`config.mk`:
```
export PLATFORM = sky130hd
export DESIGN_NAME = score_keeper
export DESIGN_NICKNAME = d
export VERILOG_FILES = /design/src/rtl/tetris_pkg.sv /design/src/rtl/adder.sv /design/src/rtl/score_keeper.sv
export SDC_FILE = /design/constraint.sdc
export NUM_CORES = 1
export LEC_CHECK = 0
export BUFFER_PORTS_ARGS = -buffer_cell sky130_fd_sc_hd__buf_4
export CAP_MARGIN = 20
export CORE_MARGIN = 10
export CORE_UTILIZATION = 55
export DETAILED_ROUTE_END_ITERATION = 8
export GPL_TIMING_DRIVEN = 0
export PLACE_DENSITY = 0.8
export SYNTH_ARGS = -nofsm -noshare
export SYNTH_HDL_FRONTEND = slang
export SYNTH_HIERARCHICAL = 1
export SYNTH_SLANG_ARGS = --single-unit
```
`constraint.sdc`:
```
create_clock -name clk -period 6.4 [get_ports clk]
set_clock_uncertainty 0.15 [all_clocks]
set_input_delay 0 -clock clk [delete_from_list [all_inputs] [get_ports clk]]
set_output_delay 0 -clock clk [all_outputs]
set_load 0.005 [all_outputs]
```
`src/rtl/tetris_pkg.sv`:
```
// Shared Tetris datapath types and constants: FSM states, line-clear point table, level defaults.
package tetris_pkg;

  typedef enum logic [1:0] {
    IDLE = 2'd0,
    ADD  = 2'd1,
    DONE = 2'd2
  } state_t;

  localparam int PTS_W = 4;

  localparam logic [PTS_W-1:0] PTS_1 = 4'd1;
  localparam logic [PTS_W-1:0] PTS_2 = 4'd3;
  localparam logic [PTS_W-1:0] PTS_3 = 4'd5;
  localparam logic [PTS_W-1:0] PTS_4 = 4'd8;

  localparam int DEF_LINES_PER_LEVEL = 10;
  localparam int DEF_MAX_LEVEL       = 9;

  // Values outside 1..4 are malformed events and score nothing.
  function automatic logic [PTS_W-1:0] base_points(input logic [2:0] n);
    case (n)
      3'd1:    return PTS_1;
      3'd2:    return PTS_2;
      3'd3:    return PTS_3;
      3'd4:    return PTS_4;
      default: return '0;
    endcase
  endfunction

endpackage

```
`src/rtl/adder.sv`:
```
// Ripple-carry adder with carry-in and signed-overflow flag.
module adder #(
  parameter int WIDTH = 8
) (
  input  logic [WIDTH-1:0] a,
  input  logic [WIDTH-1:0] b,
  input  logic             cin,
  output logic [WIDTH-1:0] sum,
  output logic             overflow
);

  logic [WIDTH:0] carry;

  assign carry[0] = cin;

  for (genvar i = 0; i < WIDTH; i++) begin : g_bit
    assign sum[i]     = a[i] ^ b[i] ^ carry[i];
    assign carry[i+1] = (a[i] & b[i]) | (a[i] & carry[i]) | (b[i] & carry[i]);
  end

  assign overflow = carry[WIDTH] ^ carry[WIDTH-1];

endmodule

```
`src/rtl/score_keeper.sv`:
```
// Score/level tracker: scales line-clear points by (level+1) through repeated ripple adds.
// Build option SCORE_SATURATE_EN: clamp score at all ones instead of wrapping.
//
// state | meaning
// IDLE  | ready for a line-clear event
// ADD   | adding latched base points once per cycle, add_cnt times
// DONE  | done pulse; line counter and level update
module score_keeper
  import tetris_pkg::*;
#(
  parameter int WIDTH           = 12,
  parameter int LEVEL_W         = 4,
  parameter int LINES_PER_LEVEL = DEF_LINES_PER_LEVEL,
  parameter int MAX_LEVEL       = DEF_MAX_LEVEL
) (
  input  logic               clk,
  input  logic               reset,
  input  logic               clear_valid,
  input  logic [2:0]         lines_cleared,
  output logic               ready,
  output logic               done,
  output logic [WIDTH-1:0]   score,
  output logic [LEVEL_W-1:0] level
);

  localparam logic [LEVEL_W:0]   CNT_ONE = 1;
  localparam logic [LEVEL_W-1:0] LVL_ONE = 1;
  localparam logic [LEVEL_W-1:0] MAX_LVL = LEVEL_W'(MAX_LEVEL);
  localparam logic [4:0]         LPL     = 5'(LINES_PER_LEVEL);

  state_t             state, state_nxt;
  logic [PTS_W-1:0]   base_q, base_in;
  logic [2:0]         lines_q;
  logic [LEVEL_W:0]   add_cnt;
  logic [3:0]         line_cnt, line_nxt;
  logic [4:0]         line_sum;
  logic               lvl_step;
  logic               accept, last_add;
  logic [WIDTH:0]     add_a, add_b, add_sum;
  logic [WIDTH-1:0]   score_add;
  logic               unused_ovf;

  assign base_in  = base_points(lines_cleared);
  assign accept   = clear_valid && ready;
  assign last_add = (add_cnt == CNT_ONE);

  always_ff @(posedge clk) begin
    if (reset) state <= IDLE;
    else       state <= state_nxt;
  end

  always_comb begin
    state_nxt = state;
    ready     = 1'b0;
    done      = 1'b0;
    case (state)
      IDLE: begin
        ready = 1'b1;
        if (clear_valid) state_nxt = (base_in == '0) ? DONE : ADD;
      end
      ADD:  if (last_add) state_nxt = DONE;
      DONE: begin
        done      = 1'b1;
        state_nxt = IDLE;
      end
      default: state_nxt = IDLE;
    endcase
  end

  // WIDTH+1 add so bit WIDTH carries the unsigned carry-out.
  assign add_a = {1'b0, score};
  assign add_b = (WIDTH+1)'(base_q);

  adder #(.WIDTH(WIDTH + 1)) u_adder (
    .a        (add_a),
    .b        (add_b),
    .cin      (1'b0),
    .sum      (add_sum),
    .overflow (unused_ovf)
  );

`ifdef SCORE_SATURATE_EN
  assign score_add = add_sum[WIDTH] ? '1 : add_sum[WIDTH-1:0];
`else
  logic unused_cout;
  assign unused_cout = add_sum[WIDTH];
  assign score_add   = add_sum[WIDTH-1:0];
`endif

  assign line_sum = {1'b0, line_cnt} + {2'b00, lines_q};
  assign lvl_step = (line_sum >= LPL);
  assign line_nxt = lvl_step ? 4'(line_sum - LPL) : line_sum[3:0];

  always_ff @(posedge clk) begin
    if (reset) begin
      score    <= '0;
      level    <= '0;
      line_cnt <= '0;
      base_q   <= '0;
      lines_q  <= '0;
      add_cnt  <= '0;
    end else begin
      case (state)
        IDLE: if (accept) begin
          base_q  <= base_in;
          lines_q <= (base_in != '0) ? lines_cleared : 3'd0;
          add_cnt <= {1'b0, level} + CNT_ONE;
        end
        ADD: begin
          score   <= score_add;
          add_cnt <= add_cnt - CNT_ONE;
        end
        DONE: begin
          line_cnt <= line_nxt;
          if (lvl_step && (level != MAX_LVL)) level <= level + LVL_ONE;
        end
        default: ;
      endcase
    end
  end

endmodule
```
# Word-level counts from Yosys, hierarchy flattened

Cells that the tools add are included.

Bits in registers: 34
Memories: 0
Bits of input ports: 6
Bits in writable memories: 0
Output and inout bits: 18
Bits in read-only memories: 0
Bits in latches: 0

Shifts and indexed selects: 0
Divide/modulo/power cells: 0
Multipliers: 0
$lt $le $gt $ge: 1
Reductions and logical operators: 10
Mux-type cells: 11
Add/subtract/negate cells: 5
Bitwise gates (word level): 38
Equality and inequality tests: 11

Operator list:

| operator            | count |
|---|---|
| $and 1x1->1         | 17 |
| $pmux 4 s4          | 1 |
| $xor 1x1->1         | 15 |
| $pmux 5 s2          | 1 |
| $reduce_and 2->1    | 4 |
| $eq 3x2->1 const B  | 2 |
| $mux 2              | 3 |
| $ne 2x2->1 const B  | 3 |
| $or 1x1->1          | 6 |
| $add 4x1->5 const B | 1 |
| $add 4x3->5         | 1 |
| $eq 5x1->1 const B  | 1 |
| $ge 5x4->1 const B  | 1 |
| $mux 5              | 1 |
| $sub 5x1->5 const B | 1 |
| $add 4x1->4 const B | 1 |
| $logic_not 4->1     | 1 |
| $mux 4              | 1 |
| $ne 4x4->1 const B  | 1 |
| $pmux 2 s2          | 1 |
| $reduce_bool 4->1   | 1 |
| $sub 4x4->4 const B | 1 |
| $eq 3x1->1 const B  | 1 |
| $eq 3x3->1 const B  | 1 |
| other kinds (7)     | 9 |

# Longest topological paths before layout

Depth after elaboration: 18
Mapped depth: 16
Depth with buffers taken out: 16

# Hierarchy

Netlist, hierarchy kept.

Modules (own cells, without submodules):

| module       | instances | area each (um^2) | cells each |
|---|---|---|---|
| score_keeper | 1         | 1,660.3          | 208 |
| adder        | 1         | 287.8            | 19 |

# Worst setup path after synthesis

OpenSTA, ideal clock, no wires.

Path kind: reg-to-reg
Start: reg score[0]
End: reg score[11]
Arrival time: 4.994 ns
Slack: 1.186 ns
Cell stages (with the launch flop): 17
Data required time: 6.180 ns
Cells stage by stage: dfxtp_1 inv_1 fa_1 inv_1 fa_1 fa_1 fa_1 fa_1 fa_1 fa_1 fa_1 fa_1 fa_1 fa_1 fa_1 nand2_1 a21oi_1

Cells in the longest elaborated chain, start to end: 18

Ends and longest elaborated chain:

| element                      | RTL line            | text |
|---|---|---|
| from (decl)                  | score_keeper.sv:22  | `output logic [WIDTH-1:0] score,` |
| from (signal assigned)       | score_keeper.sv:110 | `score <= score_add;` |
| $and 1x1->1 (*)              | adder.sv:18         | `assign carry[i+1] = (a[i] & b[i]) \| (a[i] & carry[i]) \| (b[i] & carry[i]);` |
| $and 1x1->1                  | adder.sv:18         |  |
| $or 1x1->1                   | adder.sv:18         |  |
| $or 1x1->1 (*)               | adder.sv:18         |  |
| $and 1x1->1                  | adder.sv:18         |  |
| $or 1x1->1                   | adder.sv:18         |  |
| $or 1x1->1 (*)               | adder.sv:18         |  |
| $and 1x1->1                  | adder.sv:18         |  |
| $or 1x1->1                   | adder.sv:18         |  |
| $or 1x1->1 (*)               | adder.sv:18         |  |
| $and 1x1->1 (*) (7 in a row) | adder.sv:18         |  |
| $xor 1x1->1 (*)              | adder.sv:17         | `assign sum[i] = a[i] ^ b[i] ^ carry[i];` |
| via add_sum[11]              | score_keeper.sv:39  | `logic [WIDTH:0] add_a, add_b, add_sum;` |

The timed path passes the listed nets; every way through them passes the cells marked *.
A chain may end at the register's enable or synchronous reset.

# Worst setup path in the final report

Ends and elaborated chain as after synthesis.

==> impl_metrics.json <==
{
  "cts_root_buf": "clkbuf_4",
  "syn_area_mm2": 0.00192,
  "p_per_area_mw_per_mm2": 202,
  "placed_cell_area_mm2": 0.00217,
  "hold_buffers": 6,
  "drt_first_pass_iters": 4,
  "total_power_mw": 0.463,
  "synth.avg_cell_area_um2": 8.53,
  "syn_inst": 225,
  "vias_per_cell": 5.31,
  "p_leak_nw": 0.953,
  "finalHoldViolCount": 0,
  "drt_iter0_markers": 101,
  "cts_max_level": 2,
  "clk_latency_ns": 0.35,
  "grt_max_degree": 11,
  "max-cap-violations": 0,
  "pre_cts_slack_ns": 0.943,
  "diodes": 0,
  "critPathLaunchType": "register",
  "core-area_mm2": 0.00336,
  "cts_inserted_buffers": 5,
  "cp_max_fo": 3,
  "reg2reg_from": "score[0]",
  "cts_tree": "built",
  "status": "complete, no violations",
  "grt_pass1_wl_mm": 7.18,
  "ys_warn_count": 6,
  "clkTransAtPathRegs_ns": 0.10,
  "grt.overflow.total": 0,
  "grt.total_usage_pct": 14.0,
  "fmax_mhz": 183,
  "ios": 24,
  "worstRegToRegCells": 16,
  "num_rows": 21,
  "final.setup.tns_ns": 0,
  "fin_nets": 295,
  "worstSetupStartpoint": "score[0]",
  "max_slew_margin_pct": 65.0,
  "critPathCapture": "score[11]",
  "setup_slack_ns": 0.924,
  "slowest_delay_ns": 0.49,
  "die_x_um": 79.1,
  "fillers": 301,
  "path_class": "register to register",
  "reg2reg_to": "score[11]",
  "ir_worst_vdd_mv": 0.135,
  "slew_viol_final": 0,
  "cp-end-kind": "register",
  "cp_common_cell": "fa_1",
  "cts_resized": 0,
  "grt_pass1_vias": 1623,
  "wl_per_cell_um": 12.7,
  "clock_path_buffers": 2,
  "cts.sinks": 34,
  "arrival_ns": 5.62,
  "hold_path.class": "register to register",
  "antenna_found_initial": 0,
  "gp_congestion": 0.846,
  "drt-total-wl_mm": 4.01,
  "period_share_pct": 85.6,
  "finalCriticalPeriod_ns": 5.48,
  "rsz0062_at_grt": "no",
  "dieArea_mm2": 0.00625,
  "portBuffers": 22,
  "hold_depth": 2,
  "stdcell_area_mm2": 0.00229,
  "ant_nets": 0,
  "drive_gt1_share_pct": 14.1,
  "drc_errors": 0,
  "setup_viol_count_final": 0,
  "tightest_slew_ns": 0.525,
  "fin_cells": 315,
  "crit_required_ns": 6.54,
  "syn2layout_area_growth_pct": 19.4,
  "initial_core_util_pct": 57.1,
  "place_hpwl_mm": 2.99,
  "dp.cells": 301,
  "cp_cell_sequence": "inv_1 -> fa_1 -> inv_1 -> fa_1 -> fa_1 -> fa_1 -> fa_1 -> fa_1 -> fa_1 -> fa_1 -> fa_1 -> fa_1 -> fa_1 -> fa_1 -> nand2_1 -> a21oi_1",
  "rrSetupSlack_ns": 0.92,
  "cpMaxStageDelayCell": "fa_1",
  "die_y_um": 79.1,
  "via_count": 1672,
  "cts_setup_buffers": 0
}
-- worst max-delay path, delay by kind of cell, from the launching register on --
family / cells / cell delay (ns)
and+or+nand+nor: 1 / 0.05
DFF: 1 / 0.35
buffers and inverters: 2 / 0.13
AOI/OAI and AO/OA: 1 / 0.13
adders and majority gates: 12 / 4.63
-- placed cells by master, fill, tap and decap left out, types with 6 or more instances in the layout --
cell type,n
fa_1,13
clkbuf_1,9
conb_1,9
o21ai_0,6
nand2_1,38
dlygate4sd3_1,6
dfxtp_1,34
buf_4,22
inv_1,16
ha_1,8
nor2_1,21
a21oi_1,29
-- final cells by class --
class | instances | area (um^2) | share of cell area (%)
multi-input combinational | 175 | 1180 | 51.4
sequential | 34 | 681 | 29.7
inverter | 16 | 60.1 | 2.62
buffer | 8 | 30.0 | 1.31
timing repair buffer | 28 | 225 | 9.83
clock inverter | 1 | 5.00 | 0.218
clock buffer | 7 | 55.1 | 2.40
tap | 46 | 57.6 | 2.51
-- power by group --
part | internal [mW] | leakage, nW | switching (mW)
logic | 0.0429 | 0.641 | 0.0559
registers | 0.224 | 0.277 | 0.0131
clock network | 0.0532 | 0.0353 | 0.0735
total | 0.320 | 0.953 | 0.143
-- registers in the layout, indices dropped and copies added (netlist names) --
signal and cells:
lines_q 3, base_q 4, score 12, line_cnt 4, level 4, state 2
add_cnt 5
-- routing by layer --
metal	up-vias	GRT usage (%)	share of wire, %
li1	845	-	-
met1	782	17.2	46
met2	36	22.3	48
met3	9	4.17	4.9
met4	0	5.91	1.9
met5	-	0	0
-- metrics by stage --
| step | hold WS (ns) | util, % |
|---|---|---|
| 2_1_floorplan | 0.00188 | - |
| 3_3_place_gp | 0.153 | 64.6 |
| 3_5_place_dp | 0.161 | 64.6 |
| 4_1_cts | 0.317 | 68.2 |
| 5_1_grt | 0.339 | 68.2 |
| 6_report | 0.315 | 68.2 |
-- worst min path at each step --
stage	startpoint	end	slack, ns
finish	lines_q[0]	lines_q[0]	0.32
global route	lines_q[0]	lines_q[0]	0.34
CTS	lines_q[0]	lines_q[0]	0.32
detailed placement	lines_cleared[0]	lines_q[0]	0.16
global placement	lines_cleared[0]	base_q[2]	0.15
floorplan	lines_cleared[0]	base_q[2]	0.002
(Power assumes the default switching activity.)
